$ cat config.mk
export PLATFORM = sky130hd
export DESIGN_NAME = wb_stage
export DESIGN_NICKNAME = d
export VERILOG_FILES = /design/src/rtl/wb_stage.sv
export SDC_FILE = /design/constraint.sdc
export NUM_CORES = 1
export LEC_CHECK = 0
export CAP_MARGIN = 20
export CORE_MARGIN = 3
export CORE_UTILIZATION = 41
export CTS_BUF_LIST = sky130_fd_sc_hd__clkbuf_2 sky130_fd_sc_hd__clkbuf_4 sky130_fd_sc_hd__clkbuf_8
export DETAILED_ROUTE_END_ITERATION = 7
export PLACE_DENSITY = 0.89
export SYNTH_ARGS = -nofsm -noshare
export SYNTH_HDL_FRONTEND = slang
export SYNTH_SLANG_ARGS = --single-unit
export TNS_END_PERCENT = 20
$ cat constraint.sdc
create_clock -name clk -period 2.3 [get_ports clk]
set_input_delay 0.345 -clock clk [delete_from_list [all_inputs] [get_ports clk]]
set_output_delay 0.345 -clock clk [all_outputs]
set_load 0.005 [all_outputs]
$ cat src/rtl/wb_stage.sv
// Writeback stage: selects ALU / load / PC+4 results and drives the register-file write port.
// Optional retired-instruction counter enabled by defining WB_INSTRET_EN.
//
// state      | meaning
// -----------+------------------------------------------------------------
// IDLE       | accepting results from MEM; non-loads retire with latency 1
// LOAD_WAIT  | load accepted, waiting for data-memory response or timeout
module wb_stage #(
    parameter int LOAD_TIMEOUT = 16
) (
    input  logic        clk,
    input  logic        rst,
    input  logic        i_valid,
    output logic        o_ready,
    input  logic [4:0]  i_rd,
    input  logic [1:0]  i_wb_sel,
    input  logic [31:0] i_alu_result,
    input  logic [31:0] i_pc_plus4,
    input  logic [2:0]  i_load_funct3,
    input  logic [1:0]  i_addr_lsb,
    input  logic        i_dmem_rvalid,
    input  logic [31:0] i_dmem_rdata,
    output logic        o_wr,
    output logic [4:0]  o_rd,
    output logic [31:0] o_write_data,
    output logic        o_pending,
    output logic [4:0]  o_pending_rd,
    output logic        o_load_err,
    output logic [63:0] o_instret
);

    localparam logic S_IDLE      = 1'b0;
    localparam logic S_LOAD_WAIT = 1'b1;

    localparam logic [1:0] SEL_ALU  = 2'b00;
    localparam logic [1:0] SEL_LOAD = 2'b01;
    localparam logic [1:0] SEL_PC4  = 2'b10;
    localparam logic [1:0] SEL_NONE = 2'b11;

    localparam int TW = (LOAD_TIMEOUT > 1) ? $clog2(LOAD_TIMEOUT) : 1;
    localparam bit TMO_EN = (LOAD_TIMEOUT != 0);
    // Down-counter loaded so that it reaches zero on the LOAD_TIMEOUT-th waiting cycle.
    localparam logic [TW-1:0] TMR_INIT = TW'((LOAD_TIMEOUT > 0) ? LOAD_TIMEOUT - 1 : 0);

    logic          state;
    logic [TW-1:0] tmr;
    logic [4:0]    ld_rd;
    logic [2:0]    ld_f3;
    logic [1:0]    ld_lsb;

    logic          xfer;
    logic          is_load;
    logic          ld_legal;
    logic          tmo_hit;
    logic [7:0]    ld_byte;
    logic [15:0]   ld_half;
    logic [31:0]   ld_data;

    assign o_ready = (state == S_IDLE) & ~rst;
    assign xfer    = i_valid & o_ready;
    assign is_load = (i_wb_sel == SEL_LOAD);
    assign tmo_hit = TMO_EN && (tmr == '0);

    always_comb begin
        ld_legal = 1'b0;
        case (i_load_funct3)
            3'b000, 3'b100: ld_legal = 1'b1;
            3'b001, 3'b101: ld_legal = ~i_addr_lsb[0];
            3'b010:         ld_legal = (i_addr_lsb == 2'b00);
            default:        ld_legal = 1'b0;
        endcase
    end

    always_comb begin
        ld_byte = 8'h00;
        case (ld_lsb)
            2'd0: ld_byte = i_dmem_rdata[7:0];
            2'd1: ld_byte = i_dmem_rdata[15:8];
            2'd2: ld_byte = i_dmem_rdata[23:16];
            2'd3: ld_byte = i_dmem_rdata[31:24];
            default: ld_byte = 8'h00;
        endcase
        ld_half = ld_lsb[1] ? i_dmem_rdata[31:16] : i_dmem_rdata[15:0];
        ld_data = i_dmem_rdata;
        case (ld_f3)
            3'b000:  ld_data = {{24{ld_byte[7]}}, ld_byte};
            3'b001:  ld_data = {{16{ld_half[15]}}, ld_half};
            3'b100:  ld_data = {24'h000000, ld_byte};
            3'b101:  ld_data = {16'h0000, ld_half};
            default: ld_data = i_dmem_rdata;
        endcase
    end

    always_ff @(posedge clk or posedge rst) begin
        if (rst) begin
            state        <= S_IDLE;
            tmr          <= '0;
            ld_rd        <= '0;
            ld_f3        <= '0;
            ld_lsb       <= '0;
            o_wr         <= 1'b0;
            o_rd         <= '0;
            o_write_data <= '0;
            o_pending    <= 1'b0;
            o_pending_rd <= '0;
            o_load_err   <= 1'b0;
        end else begin
            o_wr       <= 1'b0;
            o_load_err <= 1'b0;
            case (state)
                S_IDLE: begin
                    if (xfer) begin
                        if (is_load) begin
                            if (ld_legal) begin
                                state        <= S_LOAD_WAIT;
                                tmr          <= TMR_INIT;
                                ld_rd        <= i_rd;
                                ld_f3        <= i_load_funct3;
                                ld_lsb       <= i_addr_lsb;
                                o_pending    <= 1'b1;
                                o_pending_rd <= i_rd;
                            end else begin
                                o_load_err <= 1'b1;
                            end
                        end else begin
                            o_wr         <= (i_wb_sel != SEL_NONE) && (i_rd != 5'd0);
                            o_rd         <= i_rd;
                            o_write_data <= (i_wb_sel == SEL_PC4) ? i_pc_plus4 : i_alu_result;
                        end
                    end
                end
                S_LOAD_WAIT: begin
                    // A response in the timeout cycle still completes the load.
                    if (i_dmem_rvalid) begin
                        state        <= S_IDLE;
                        o_wr         <= (ld_rd != 5'd0);
                        o_rd         <= ld_rd;
                        o_write_data <= ld_data;
                        o_pending    <= 1'b0;
                        o_pending_rd <= '0;
                    end else if (tmo_hit) begin
                        state        <= S_IDLE;
                        o_load_err   <= 1'b1;
                        o_pending    <= 1'b0;
                        o_pending_rd <= '0;
                    end else begin
                        tmr <= tmr - 1'b1;
                    end
                end
                default: state <= S_IDLE;
            endcase
        end
    end

`ifdef WB_INSTRET_EN
    logic retire;
    assign retire = (xfer & ~is_load) | ((state == S_LOAD_WAIT) & i_dmem_rvalid);

    always_ff @(posedge clk or posedge rst) begin
        if (rst) begin
            o_instret <= '0;
        end else if (retire) begin
            o_instret <= o_instret + 64'd1;
        end
    end
`else
    assign o_instret = '0;
`endif

endmodule
---- Word level (Yosys, flattened, before mapping) ----
Index checks and enable logic that the tools add are counted.
operators by class
  add/subtract/negate cells ............... 1
  equal/unequal tests ..................... 21
  muxes and demuxes ....................... 47
  bitwise logic cells ..................... 5
  reductions and logical operators ........ 14
operators by type and width
  cell                                                 number
  2-to-1 mux 32 bit                                    4
  case mux 32 bit (4 select lines)                     1
  case mux 32 bit (2 select lines)                     1
  2-to-1 mux 5 bit                                     8
  case mux 8 bit (4 select lines)                      1
  2-to-1 mux 4 bit                                     5
  case mux 5 bit (2 select lines)                      2
  2-to-1 mux 1 bit                                     18
  2-to-1 mux 16 bit                                    1
  != test 2 bit, second input constant                 8
  equality test 3 bit, second input constant           4
  nonzero test 5 bit                                   2
  case mux 1 bit (2 select lines)                      4
  case mux 4 bit (2 select lines)                      1
  AND reduction 4 bit                                  2
  equality test 2 bit, second input constant           3
  equality test 3 x 1 -> 1 bit, second input constant  2
  zero test 3 bit                                      2
  AND reduction 5 bit                                  1
  equality test 2 x 1 -> 1 bit, second input constant  2
  zero test 2 bit                                      2
  zero test 4 bit                                      1
  OR reduction 2 bit                                   2
  subtractor 4 x 1 -> 4 bit, second input constant     1
  7 further kinds                                      10
storage, ports and cells
  register bits after elaboration ......... 60
  bits of input ports ..................... 112
  output and inout bits ................... 110
  word-level logic and storage cells ...... 99

---- Longest topological paths before layout ----
Gate-level depths: netlist of run 1.
  depth in word-level cells ............... 7
  gate-level depth with buffers ........... 7
  depth with buffers taken out ............ 5

---- Worst setup path before layout of run 1 ----
No wires, ideal clock.
  kind .................................... input-to-reg
  start ................................... input i_addr_lsb[1]
  end ..................................... register tmr[2]
  setup time .............................. 0.073 ns
  data arrival time ....................... 1.540 ns
  required time ........................... 2.227 ns
  slack ................................... 0.687 ns
  stages .................................. 5
  buffers on the path ..................... 1
  cell sequence ........................... or4_4 -> a211o_1 -> buf_6 -> a2bb2oi_2 -> a2bb2oi_2
between the ends
  word-level cells in the longest chain between the ends .. 4
RTL lines
  element                               RTL line  RTL
  start, declared                       20        input logic [1:0] i_addr_lsb,
  zero test 2 bit                       69        3'b010: ld_legal = (i_addr_lsb == 2'b00);
  case mux 1 bit (3 select lines)       66        case (i_load_funct3)
  != test 2 bit (no source line)        --
  AND reduction 5 bit (no source line)  --
  end signal, assigned                  147       tmr <= tmr - 1'b1;
  end, declared                         46        logic [TW-1:0] tmr;
Every way passes these cells.
A chain may end at the register's enable or synchronous reset.

---- Final worst setup path of run 1 ----
  start ................................... register ld_lsb[1]
  end ..................................... register o_write_data[11]
between the ends
  word-level cells in the longest chain between the ends .. 5
  elaborated cells between the ends (all ways) .. 9
  classes of those cells .................. eq/ne (3); mux (5); reduce/logical (1)
RTL lines
  element                                            RTL line  RTL
  start, declared                                    49        logic [1:0] ld_lsb;
  start signal, assigned                             119       ld_lsb <= i_addr_lsb;
  equality test 2 bit, or another cell as far along  76        case (ld_lsb)
  case mux 8 bit (4 select lines)                    76
  case mux 32 bit (4 select lines) *                 85        case (ld_f3)
  2-to-1 mux 32 bit *                                134       if (i_dmem_rvalid) begin
  case mux 32 bit (2 select lines) *                 110       case (state)
  end signal, assigned                               128       o_write_data <= (i_wb_sel == SEL_PC4) ? i_pc_plus4 : i_alu_result;
  end signal, assigned                               138       o_write_data <= ld_data;
  end, declared                                      25        output logic [31:0] o_write_data,
Mark *: on every way between the ends. The rest lies on a longest branch, timed or not. The select of a mux whose other input is x is not followed.

==> metrics.md, run 1 <==
| Metric | Value |
|---|---|
| Die ar. | `0.01149 mm^2` |
| Detail Route Antenna Nets | `0` |
| Dominant synthesized flop cell | `dfrtp_1` |
| Slew HR | `27.20%` |
| Die Width | `107.2 um` |
| Power per cell area | `679.1 mW/mm^2` |
| Critical Path RT | `2540 ps` |
| Async SR Flop Fraction | `100.0%` |
| Core footprint | `0.009864 mm^2` |
| Htree depth | `3` |
| Num CTS Buffers | `9` |
| First-pass GRT wire length | `20,270 um` |
| # fillers | `857` |
| Post-CTS sizing | `0` |
| CTS tree | `built` |
| Period utilization | `81.90%` |
| Endpoints failing hold | `0` |
| Highest clock rate | `0.5309 GHz` |
| Clk_lat worst skew | `340 ps` |
| Net switching power figure | `0.001336 W` |
| Sw Share | `33.38%` |
| Max Cap Viol | `0` |
| Fin nets | `743` |
| Routed length per instance | `17.53 um` |
| Seq cells post-synth | `60` |
| Initial antenna violation count | `0` |
| Fraction of layout cells with a size suffix above 1 | `10.87%` |
| Pin count of the biggest net entering global routing | `43` |
| Leak Pwr | `2.492 nW` |
| Tightest Pin Transition | `1090 ps` |
| Post-DR vias/cell | `5.432` |
| Input/output buffers | `157` |
| Sequential share of the synthesized area | `35.76%` |
| ANT cells | `0` |
| RSZ-0062 raised after global routing | `false` |
| Clock transition at the registers of the reported paths | `80 ps` |
| Post-synthesis cell type count | `53` |
| Post-CTS Setup Inserts | `0` |
| Post-Route Utilization | `59.77%` |
| Initial drt markers | `387` |
| Crit. End Element | `flop` |
| WP data arrival | `2130 ps` |
| IO Count | `222` |
| Vias | `4,172` |
| Final Max Slew Viols | `0` |
| Dpl hpwl | `10,380 um` |
| Row count | `36` |
| Die Y-Extent | `107.2 um` |
| Setup TNS Final | `0 ps` |
| Internal cell power | `0.002667 W` |
| Mapped cell area | `0.004199 mm^2` |
| Overall power | `0.004004 W` |
| RePlAce Congestion | `0.9149` |
| Starting Density | `42.57%` |
| Routed WL | `13,460 um` |
| Area growth syn-to-layout | `40.41%` |
| EDFF count, synth | `0` |
| Mean Syn Cell Area | `8.785 um^2` |
| Clock Sinks | `60` |
| Vias in the first global route | `4,052` |
| IR drop worst, VDD | `398.5 uV` |
| Status | `completed` |
| Area used by multi-input combinational logic | `0.002263 mm^2` |
| Clock root buffer | `clkbuf_8` |
| Peak fanout along the critical path | `15` |
| Register area | `0.001501 mm^2` |
| Clock buffer depth | `2` |
| Hold Crit Class | `in -> async` |
| Tmin final | `1884 ps` |
| Combinational share of power | `38.4%` |
| Total global routing overflow | `0` |
| Crit start category | `flop` |
| Crit Path Category | `reg -> reg` |
| Sequential power share | `37.1%` |
| 1st-pass router iterations | `6` |
| Post-Syn Instances | `478` |
| Drt drc | `0` |
| Final Skew | `11.73 ps` |
| Clock group share of total power | `24.5%` |
| Total track usage | `22.06%` |
| CTS hold repair buffers | `0` |
| Setup violators final | `0` |
| YS warnings | `0` |
## state kept, by name (all words and copies together) (netlist names)
register / cells
o_pending_rd: 5
ld_lsb: 2
o_load_err: 1
o_write_data: 32
o_pending: 1
o_rd: 5
state: 1
ld_f3: 3
ld_rd: 5
tmr: 4
o_wr: 1
## stage by stage
step,std cells,worst slack (ps),hold WS [ps],instance area [um^2]
after CTS,768,413.2,429.0,5896
after global placement,752,189.6,461.2,5697
after floorplan,541,470.3,440.6,4436
after detailed placement,752,108.9,473.2,5697
final,768,416.4,424.1,5896
after global routing,768,263.1,440.8,5896
## cells in the mapped netlist (3+ instances only)
library cell	instances	area share [%]
nor2_1	7	0.63
a211o_1	3	0.63
buf_2	16	1.9
o311ai_0	6	1.3
a22o_1	18	3.8
o21ai_0	30	3.6
nand2_1	93	8.3
buf_4	64	11
o221a_2	16	4.3
mux2_2	8	2.1
mux2i_1	14	3.3
and2_1	17	2.5
nand4_1	18	2.7
nand2b_1	3	0.45
a21o_1	8	1.4
a22oi_1	6	1.1
dfrtp_1	60	36
clkbuf_1	15	1.3
inv_1	9	0.80
o2111ai_1	7	1.5
nor2b_1	4	0.60
nand3_1	9	1.1
a21oi_1	10	1.2
## per-layer routing
metal / part of all wire (%) / GRT usage (%)
met1: 39 / 27.70
met5: 0 / 0
met3: 8.6 / 3.853
met4: 2.3 / 7.032
met2: 50 / 38.38
## power groups by stage
stage                     logic (W)  clock network (W)  registers [W]
after floorplan            0.000838                  0        0.00146
after global placement      0.00148                  0        0.00148
after detailed placement    0.00153                  0        0.00150
after CTS                   0.00154           0.000995        0.00148
after global routing        0.00166            0.00103        0.00152
final                       0.00154           0.000982        0.00149
## cells by family (layout without fill, tap and decap cells)
kind of cell / Yosys count / in the layout / synth area share (%)
XOR/XNOR: 1 / 1 / 0.2086
other: 1 / 64 / 0.08931
AND/OR/NAND/NOR: 162 / 162 / 18.41
adder cells (fa/ha/maj): 1 / 1 / 0.2979
AO/OA/AOI/OAI: 124 / 124 / 23.18
buffers and inverters: 106 / 200 / 16.03
flip-flops: 60 / 60 / 35.76
multiplexers: 23 / 23 / 6.019
## path summary, 6_finish.rpt
path                               endpoint  slack, ps  cells after the start       startpoint
max                        o_write_data[11]        420                      5        ld_lsb[1]
min                               o_pending        420                      3              rst
max reg2reg                o_write_data[11]        420                      5        ld_lsb[1]
min reg2reg                 o_write_data[5]        490                      2  o_write_data[5]
max in group asynchronous          ld_f3[0]       1450                      3              rst
min in group clk            o_write_data[5]        490                      2  o_write_data[5]
## critical path: stages, from the launching register on
cell and delay, ps:
dfrtp_1 380, buf_4 200, mux4_2 370, nor4b_2 520, o21ai_0 200, o2111ai_1 120
## cell usage in the layout, fill, tap and decap left out, types with 2 or more instances in the layout
master	n
nand3_1	9
o221a_2	16
mux2_2	8
clkinvlp_4	3
and2_1	17
mux2i_1	14
o21ai_1	2
a2111oi_0	2
or4_1	2
a22oi_1	6
o21ai_0	30
inv_6	2
nor2_1	7
buf_4	16
a21oi_1	10
dfrtp_1	60
inv_1	8
nand4_1	18
clkbuf_8	9
clkdlybuf4s50_1	157
o311ai_0	6
a221oi_1	2
nor3b_1	2
a2bb2oi_2	2
o2111ai_1	7
a21o_1	8
nand2b_1	3
a22o_1	18
nor2b_1	3
a211o_1	3
nand2_1	93
buf_12	2
conb_1	64
## cell type report
type                    instances  share of cell area, %
multi-input cells             375                  38.39
repair buffers                175                  29.37
flip-flops and latches         60                  25.47
well taps                     133                  2.823
clock buffers                   9                  2.101
clock inverters                 7                  1.273
inverters                       9                 0.5730
Note: power is estimated with default switching activity, not from simulation.
==> run 2: changes to the inputs <==
CORE_UTILIZATION = 37   (was 41)
PLACE_DENSITY = 0.85   (was 0.89)
clock period = 1.5 ns   (was 2.3 ns; I/O delays follow)
==> metrics.md, run 2 (same netlist as run 1, synthesis figures left out) <==
| Metric | Value |
|---|---|
| Failing checks | `negative setup slack` |
| Crit-path slowest cell | `or3b_4` |
| Drt drc | `0 (unchanged)` |
| Starting Density | `38.23% (-4.3 points)` |
| Dpl hpwl | `10,760 um (+3.6%)` |
| Num CTS Buffers | `9 (unchanged)` |
| CP startpoint | `state` |
| Fraction of layout cells with a size suffix above 1 | `20.41% (+9.5 points)` |
| CTS tree | `built` |
| Hold Crit Class | `in -> reg` |
| Input/output buffers | `157 (unchanged)` |
| Top delay family on crit path | `simple AND/OR/NAND/NOR gates` |
| Top reg by flops | `o_write_data` |
| Final Max Slew Viols | `0 (unchanged)` |
| Max reg flops | `32 (unchanged)` |
| Critical Path RT | `1730 ps (-810 ps)` |
| Post-DR vias/cell | `5.235 (-3.6%)` |
| WP data arrival | `1900 ps (-230 ps)` |
| Core footprint | `0.01098 mm^2 (+11%)` |
| Hold Worst Slack | `363.0 ps (-61.04 ps)` |
| Crit. End Element | `flop` |
| Routed length per instance | `17.50 um (-0.17%)` |
| First-pass GRT wire length | `22,090 um (+9.0%)` |
| Die ar. | `0.01266 mm^2 (+10%)` |
| Crit start category | `flop` |
| Commonest non-fill, non-tap cell in the layout | `clkdlybuf4s50_1` |
| IR drop worst, VDD | `557.4 uV (+40%)` |
| Pin count of the biggest net entering global routing | `61 (+42%)` |
| FF-to-FF path depth | `6 (+1)` |
| Leak Pwr | `2.896 nW (+16%)` |
| Clock buffer depth | `2 (unchanged)` |
| Initial antenna violation count | `0 (unchanged)` |
| Crit-path cells | `or3b_4 > o21ai_4 > buf_6 > buf_12 > nand4_1 > o221a_2` |
| Reg-to-reg endpoint | `o_write_data[18]` |
| Clk_lat worst skew | `340 ps (about the same)` |
| Max Cap Viol | `0 (unchanged)` |
| Reg2Reg Setup Slack | `-170 ps (-590 ps)` |
| Vias in the first global route | `4,320 (+6.6%)` |
| Most frequent cells in the layout | `clkdlybuf4s50_1 (150), nand2_1 (92), conb_1 (64), dfrtp_1 (60), buf_4 (56)` |
| Hold EP | `ld_lsb[0]` |
| Power per cell area | `1021 mW/mm^2 (+50%)` |
| Setup violators final | `51 (+51)` |
| Fin nets | `799 (+7.5%)` |
| Row count | `38 (+5.6%)` |
| Largest stage delay, worst path | `420 ps (-100 ps)` |
| 1st-pass router iterations | `5 (-1)` |
| Die Width | `112.5 um (+5.0%)` |
| Placed inst area | `0.006105 mm^2 (+7.2%)` |
| Die Y-Extent | `112.5 um (+5.0%)` |
| Hold wc startpoint | `i_addr_lsb[0]` |
| Detail Route Antenna Nets | `0 (unchanged)` |
| Htree depth | `3 (unchanged)` |
| Hold Path Depth | `4` |
| Total global routing overflow | `0 (unchanged)` |
| Tmin final | `1671 ps (-212.7 ps)` |
| Peak fanout along the critical path | `11 (-4)` |
| IO Count | `222 (unchanged)` |
| Overall power | `0.006718 W (+68%)` |
| Routed WL | `14,540 um (+8.0%)` |
| RePlAce Congestion | `0.8920 (-2.5%)` |
| Clock root buffer | `clkbuf_8` |
| Period utilization | `111.4% (+29 points)` |
| Final setup margin | `-170.9 ps (-587.3 ps)` |
| Vias | `4,350 (+4.3%)` |
| Clock Sinks | `60 (unchanged)` |
| Final instance area | `0.006579 mm^2 (+12%)` |
| Status | `complete, but fails checks` |
| Endpoints failing hold | `0 (unchanged)` |
| Crit Path Category | `reg -> reg` |
| Worst Path Buf+Inv | `2 (+1)` |
| # fillers | `899 (+4.9%)` |
| Area growth syn-to-layout | `56.67%` |
| ANT cells | `0 (unchanged)` |
| RR Startpoint | `state` |
| RSZ-0062 raised after global routing | `true` |
| CTS hold repair buffers | `0 (unchanged)` |
| Initial drt markers | `314 (-19%)` |
| Clock transition at the registers of the reported paths | `80 ps (about the same)` |
| Highest clock rate | `0.5985 GHz (+13%)` |
| Total track usage | `21.70% (-0.36 points)` |
| Final Skew | `9.699 ps (-2.027 ps)` |
==> run 2: cell types whose count changed in the layout (fill, tap and decap cells not counted), sizes merged <==
cell	delta
clkinv	+2
clkinvlp	-1
dlygate4sd2	+3
dlymetal6s2s	+3
bufinv	+1
inv	-2
buf	+54
clkdlybuf4s50	-7
clkbuf	+3
==> run 2: layout make-up <==
| class | instances | area, um^2 | area share, % |
|---|---|---|---|
| inverter | 9 | 37.54 | 0.5706 |
| sequential | 60 | 1501 | 22.82 |
| timing repair buffer | 231 | 2296 | 34.90 |
| clock buffer | 9 | 123.9 | 1.883 |
| tap | 140 | 175.2 | 2.663 |
| clock inverter | 7 | 98.84 | 1.502 |
| multi-input combinational | 375 | 2346 | 35.66 |
==> run 2: where the power goes <==
group	internal (W)	switching [W]	total [W]
sequential	0.00199	0.000270	0.00226
combinational	0.00161	0.00118	0.00279
clock	0.000944	0.000726	0.00167
==> run 2: routing by layer <==
layer  share of wire [%]  wire, um  vias to the layer above  global-route usage, %
met5                   0         0                        -                      0
met4                 2.8       413                        0                  7.131
met3                 8.1      1185                       30                  4.582
met2                  51      7376                      230                  38.30
met1                  38      5566                     2074                  26.34
li1                    -         -                     2016                      -
==> run 2: worst reg2reg max path: stages, from the launching register on <==
cell	delay (ps)
dfrtp_1	400
or3b_4	420
o21ai_4	190
buf_6	130
buf_12	120
nand4_1	140
o221a_2	160
==> run 2: what timing repair did <==
item	CTS	global route
buffers inserted	1	5
resized for setup	26	25
setup endpoints to repair	53	58
cloned	1	4
pin swaps	7	8
==> run 2: through the flow <==
stage / TNS, ps / setup WS [ps] / utilization (%) / cells
after floorplan: -1228 / -74.76 / - / 541
after global placement: -22570 / -451.2 / 55.58 / 805
after detailed placement: -25020 / -535.7 / 55.58 / 805
after CTS: -4490 / -160.4 / 58.50 / 823
after global routing: -7984 / -218.6 / 59.90 / 831
final: -4717 / -170.9 / 59.90 / 831
==> run 2: worst max path at each step <==
stage | to | slack, ps | depth (start not counted)
after CTS | o_write_data[29] | -160 | 5
after floorplan | o_write_data[16] | -70 | 4
after detailed placement | o_write_data[10] | -540 | 5
final | o_write_data[18] | -170 | 6
after global placement | o_pending_rd[1] | -450 | 5
after global routing | o_write_data[20] | -220 | 7
==> run 3: changes to the inputs <==
CELL_PAD_IN_SITES_DETAIL_PLACEMENT = 1   (was not set)
CELL_PAD_IN_SITES_GLOBAL_PLACEMENT = 1   (was not set)
CORE_UTILIZATION = 26   (was 37)
SETUP_SLACK_MARGIN = 0.15   (was not set)
==> metrics.md, run 3 (same netlist as run 1, synthesis figures left out) <==
| Metric | Value |
|---|---|
| Placed inst area | `0.006213 mm^2 (+1.8%)` |
| Critical path destination | `o_write_data[23]` |
| Hold Crit Class | `in -> async` |
| Die Y-Extent | `133.1 um (+18%)` |
| Vias | `4,260 (-2.1%)` |
| IR drop worst, VDD | `510.4 uV (-8.4%)` |
| Grt met2 use | `30.50% (-7.8 points)` |
| Area growth syn-to-layout | `58.46%` |
| Setup WS pre-CTS | `-549.9 ps (-14.27 ps)` |
| Detail Route Antenna Nets | `0 (unchanged)` |
| Clock transition at the registers of the reported paths | `80 ps (about the same)` |
| Endpoints failing hold | `0 (unchanged)` |
| Failing checks | `negative setup slack` |
| Clock buffer depth | `2 (unchanged)` |
| Status | `complete, but fails checks` |
| Reg-to-reg endpoint | `o_write_data[23]` |
| RR Startpoint | `state` |
| Clock Sinks | `60 (unchanged)` |
| Global route hottest layer | `met2` |
| Starting Density | `27.12% (-11 points)` |
| Routed length per instance | `18.67 um (+6.7%)` |
| Hold Worst Slack | `425.7 ps (+62.72 ps)` |
| Placed insts | `876 (+8.8%)` |
| Drt drc | `0 (unchanged)` |
| Pin count of the biggest net entering global routing | `61 (unchanged)` |
| Dpl hpwl | `12,720 um (+18%)` |
| Highest clock rate | `0.5589 GHz (-6.6%)` |
| Period utilization | `119.3% (+7.9 points)` |
| Initial drt markers | `223 (-29%)` |
| Commonest non-fill, non-tap cell in the layout | `clkdlybuf4s50_1` |
| Clock root buffer | `clkbuf_8` |
| Reg2Reg Setup Slack | `-290 ps (-120 ps)` |
| Die Width | `133.1 um (+18%)` |
| Most frequent cells in the layout | `clkdlybuf4s50_1 (111), nand2_1 (89), conb_1 (64), dfrtp_1 (60), buf_4 (52)` |
| Clk_lat worst skew | `360 ps (+20 ps)` |
| RSZ-0062 raised after global routing | `true` |
| Max reg flops | `32 (unchanged)` |
| ANT cells | `0 (unchanged)` |
| GRT met1 Usage | `22.46% (-3.9 points)` |
| Crit. End Element | `flop` |
| Critical Path RT | `1790 ps (+60 ps)` |
| Final Max Slew Viols | `0 (unchanged)` |
| Setup violators final | `53 (+3.9%)` |
| Crit start category | `flop` |
| Num CTS Buffers | `9 (unchanged)` |
| Leak Pwr | `2.970 nW (+2.5%)` |
| Fraction of layout cells with a size suffix above 1 | `20.43% (+0.030 points)` |
| Power per cell area | `1005 mW/mm^2 (-1.6%)` |
| WP data arrival | `2080 ps (+180 ps)` |
| Final setup margin | `-289.2 ps (-118.3 ps)` |
| Register area | `0.001501 mm^2 (unchanged)` |
| Row count | `45 (+18%)` |
| Total global routing overflow | `0 (unchanged)` |
| Crit Path Category | `reg -> reg` |
| Max Cap Viol | `0 (unchanged)` |
| Post-DR vias/cell | `4.728 (-9.7%)` |
| Peak fanout along the critical path | `8 (-3)` |
| CP startpoint | `state` |
| # fillers | `1,834 (+100%)` |
| FF-to-FF path depth | `7 (+1)` |
| Die ar. | `0.01771 mm^2 (+40%)` |
| Routed WL | `16,820 um (+16%)` |
| Met3 usage in global routing | `5.513% (+0.93 points)` |
| Non-filler cells, final | `901 (+8.4%)` |
| First-pass GRT wire length | `25,090 um (+14%)` |
| RePlAce Congestion | `0.8041 (-9.9%)` |
| Initial antenna violation count | `1 (+1)` |
| Final Skew | `8.167 ps (-1.532 ps)` |
| Top reg by flops | `o_write_data` |
| 1st-pass router iterations | `4 (-1)` |
| Overall power | `0.006685 W (-0.49%)` |
| IO Count | `222 (unchanged)` |
| Input/output buffers | `157 (unchanged)` |
| Htree depth | `3 (unchanged)` |
| CTS tree | `built` |
| CTS hold repair buffers | `0 (unchanged)` |
| Area used by multi-input combinational logic | `0.002364 mm^2 (+0.75%)` |
| Total track usage | `17.98% (-3.7 points)` |
| Tmin final | `1789 ps (+118.3 ps)` |
| Final instance area | `0.006654 mm^2 (+1.1%)` |
| Core footprint | `0.01548 mm^2 (+41%)` |
| Vias in the first global route | `4,435 (+2.7%)` |
| Fin nets | `798 (-0.13%)` |
## run 3: routing by layer
metal | wire length, um | up-vias
li1 | - | 2013
met4 | 281 | 2
met1 | 6874 | 2063
met2 | 8423 | 163
met5 | 9 | -
met3 | 1230 | 19
## run 3: cell type report
class	instances	share of cell area, %
clock buffer	10	1.974
sequential	60	22.56
timing repair buffer	230	33.72
multi-input combinational	375	35.52
clock inverter	6	1.692
tap	211	3.968
inverter	9	0.5641
## run 3: metrics by stage
step	setup TNS [ps]	utilization, %
3_5_place_dp	-27060	40.13
6_report	-9417	42.97
3_3_place_gp	-24090	40.13
4_1_cts	-8915	41.92
2_1_floorplan	-1228	-
5_1_grt	-13200	42.97
## run 3: how the worst min path moves through the flow
stage	from	endpoint	slack, ps	cells after the start
2_1_floorplan	i_dmem_rvalid	o_load_err	320	1
3_3_place_gp	o_rd[0]	o_rd[0]	460	2
3_5_place_dp	o_rd[0]	o_rd[0]	470	2
4_1_cts	rst	ld_f3[0]	430	4
5_1_grt	i_load_funct3[1]	ld_f3[1]	470	3
6_report	rst	ld_rd[4]	430	4
## run 3: worst max-delay path, stage by stage (launching register included)
cell and delay [ps]:
dfrtp_1 390, buf_6 120, or3b_4 420, o21ai_4 190, buf_12 140, buf_6 120, clkbuf_16 150, o221a_2 190
## run 3: timing repair
item | CTS | global route
gates resized for setup | 68 | 31
endpoints found under the hold margin | 0 | 0
pin swaps | 5 | 6
gates cloned | 0 | 4
buffers inserted | 3 | 2
setup endpoints to repair | 105 | 60
## run 3: report_power, final
group | total, W | switching, W | internal [W]
clock network | 0.00184 | 0.000712 | 0.00113
logic | 0.00261 | 0.00120 | 0.00141
registers | 0.00224 | 0.000251 | 0.00199
total | 0.00668 | 0.00216 | 0.00453
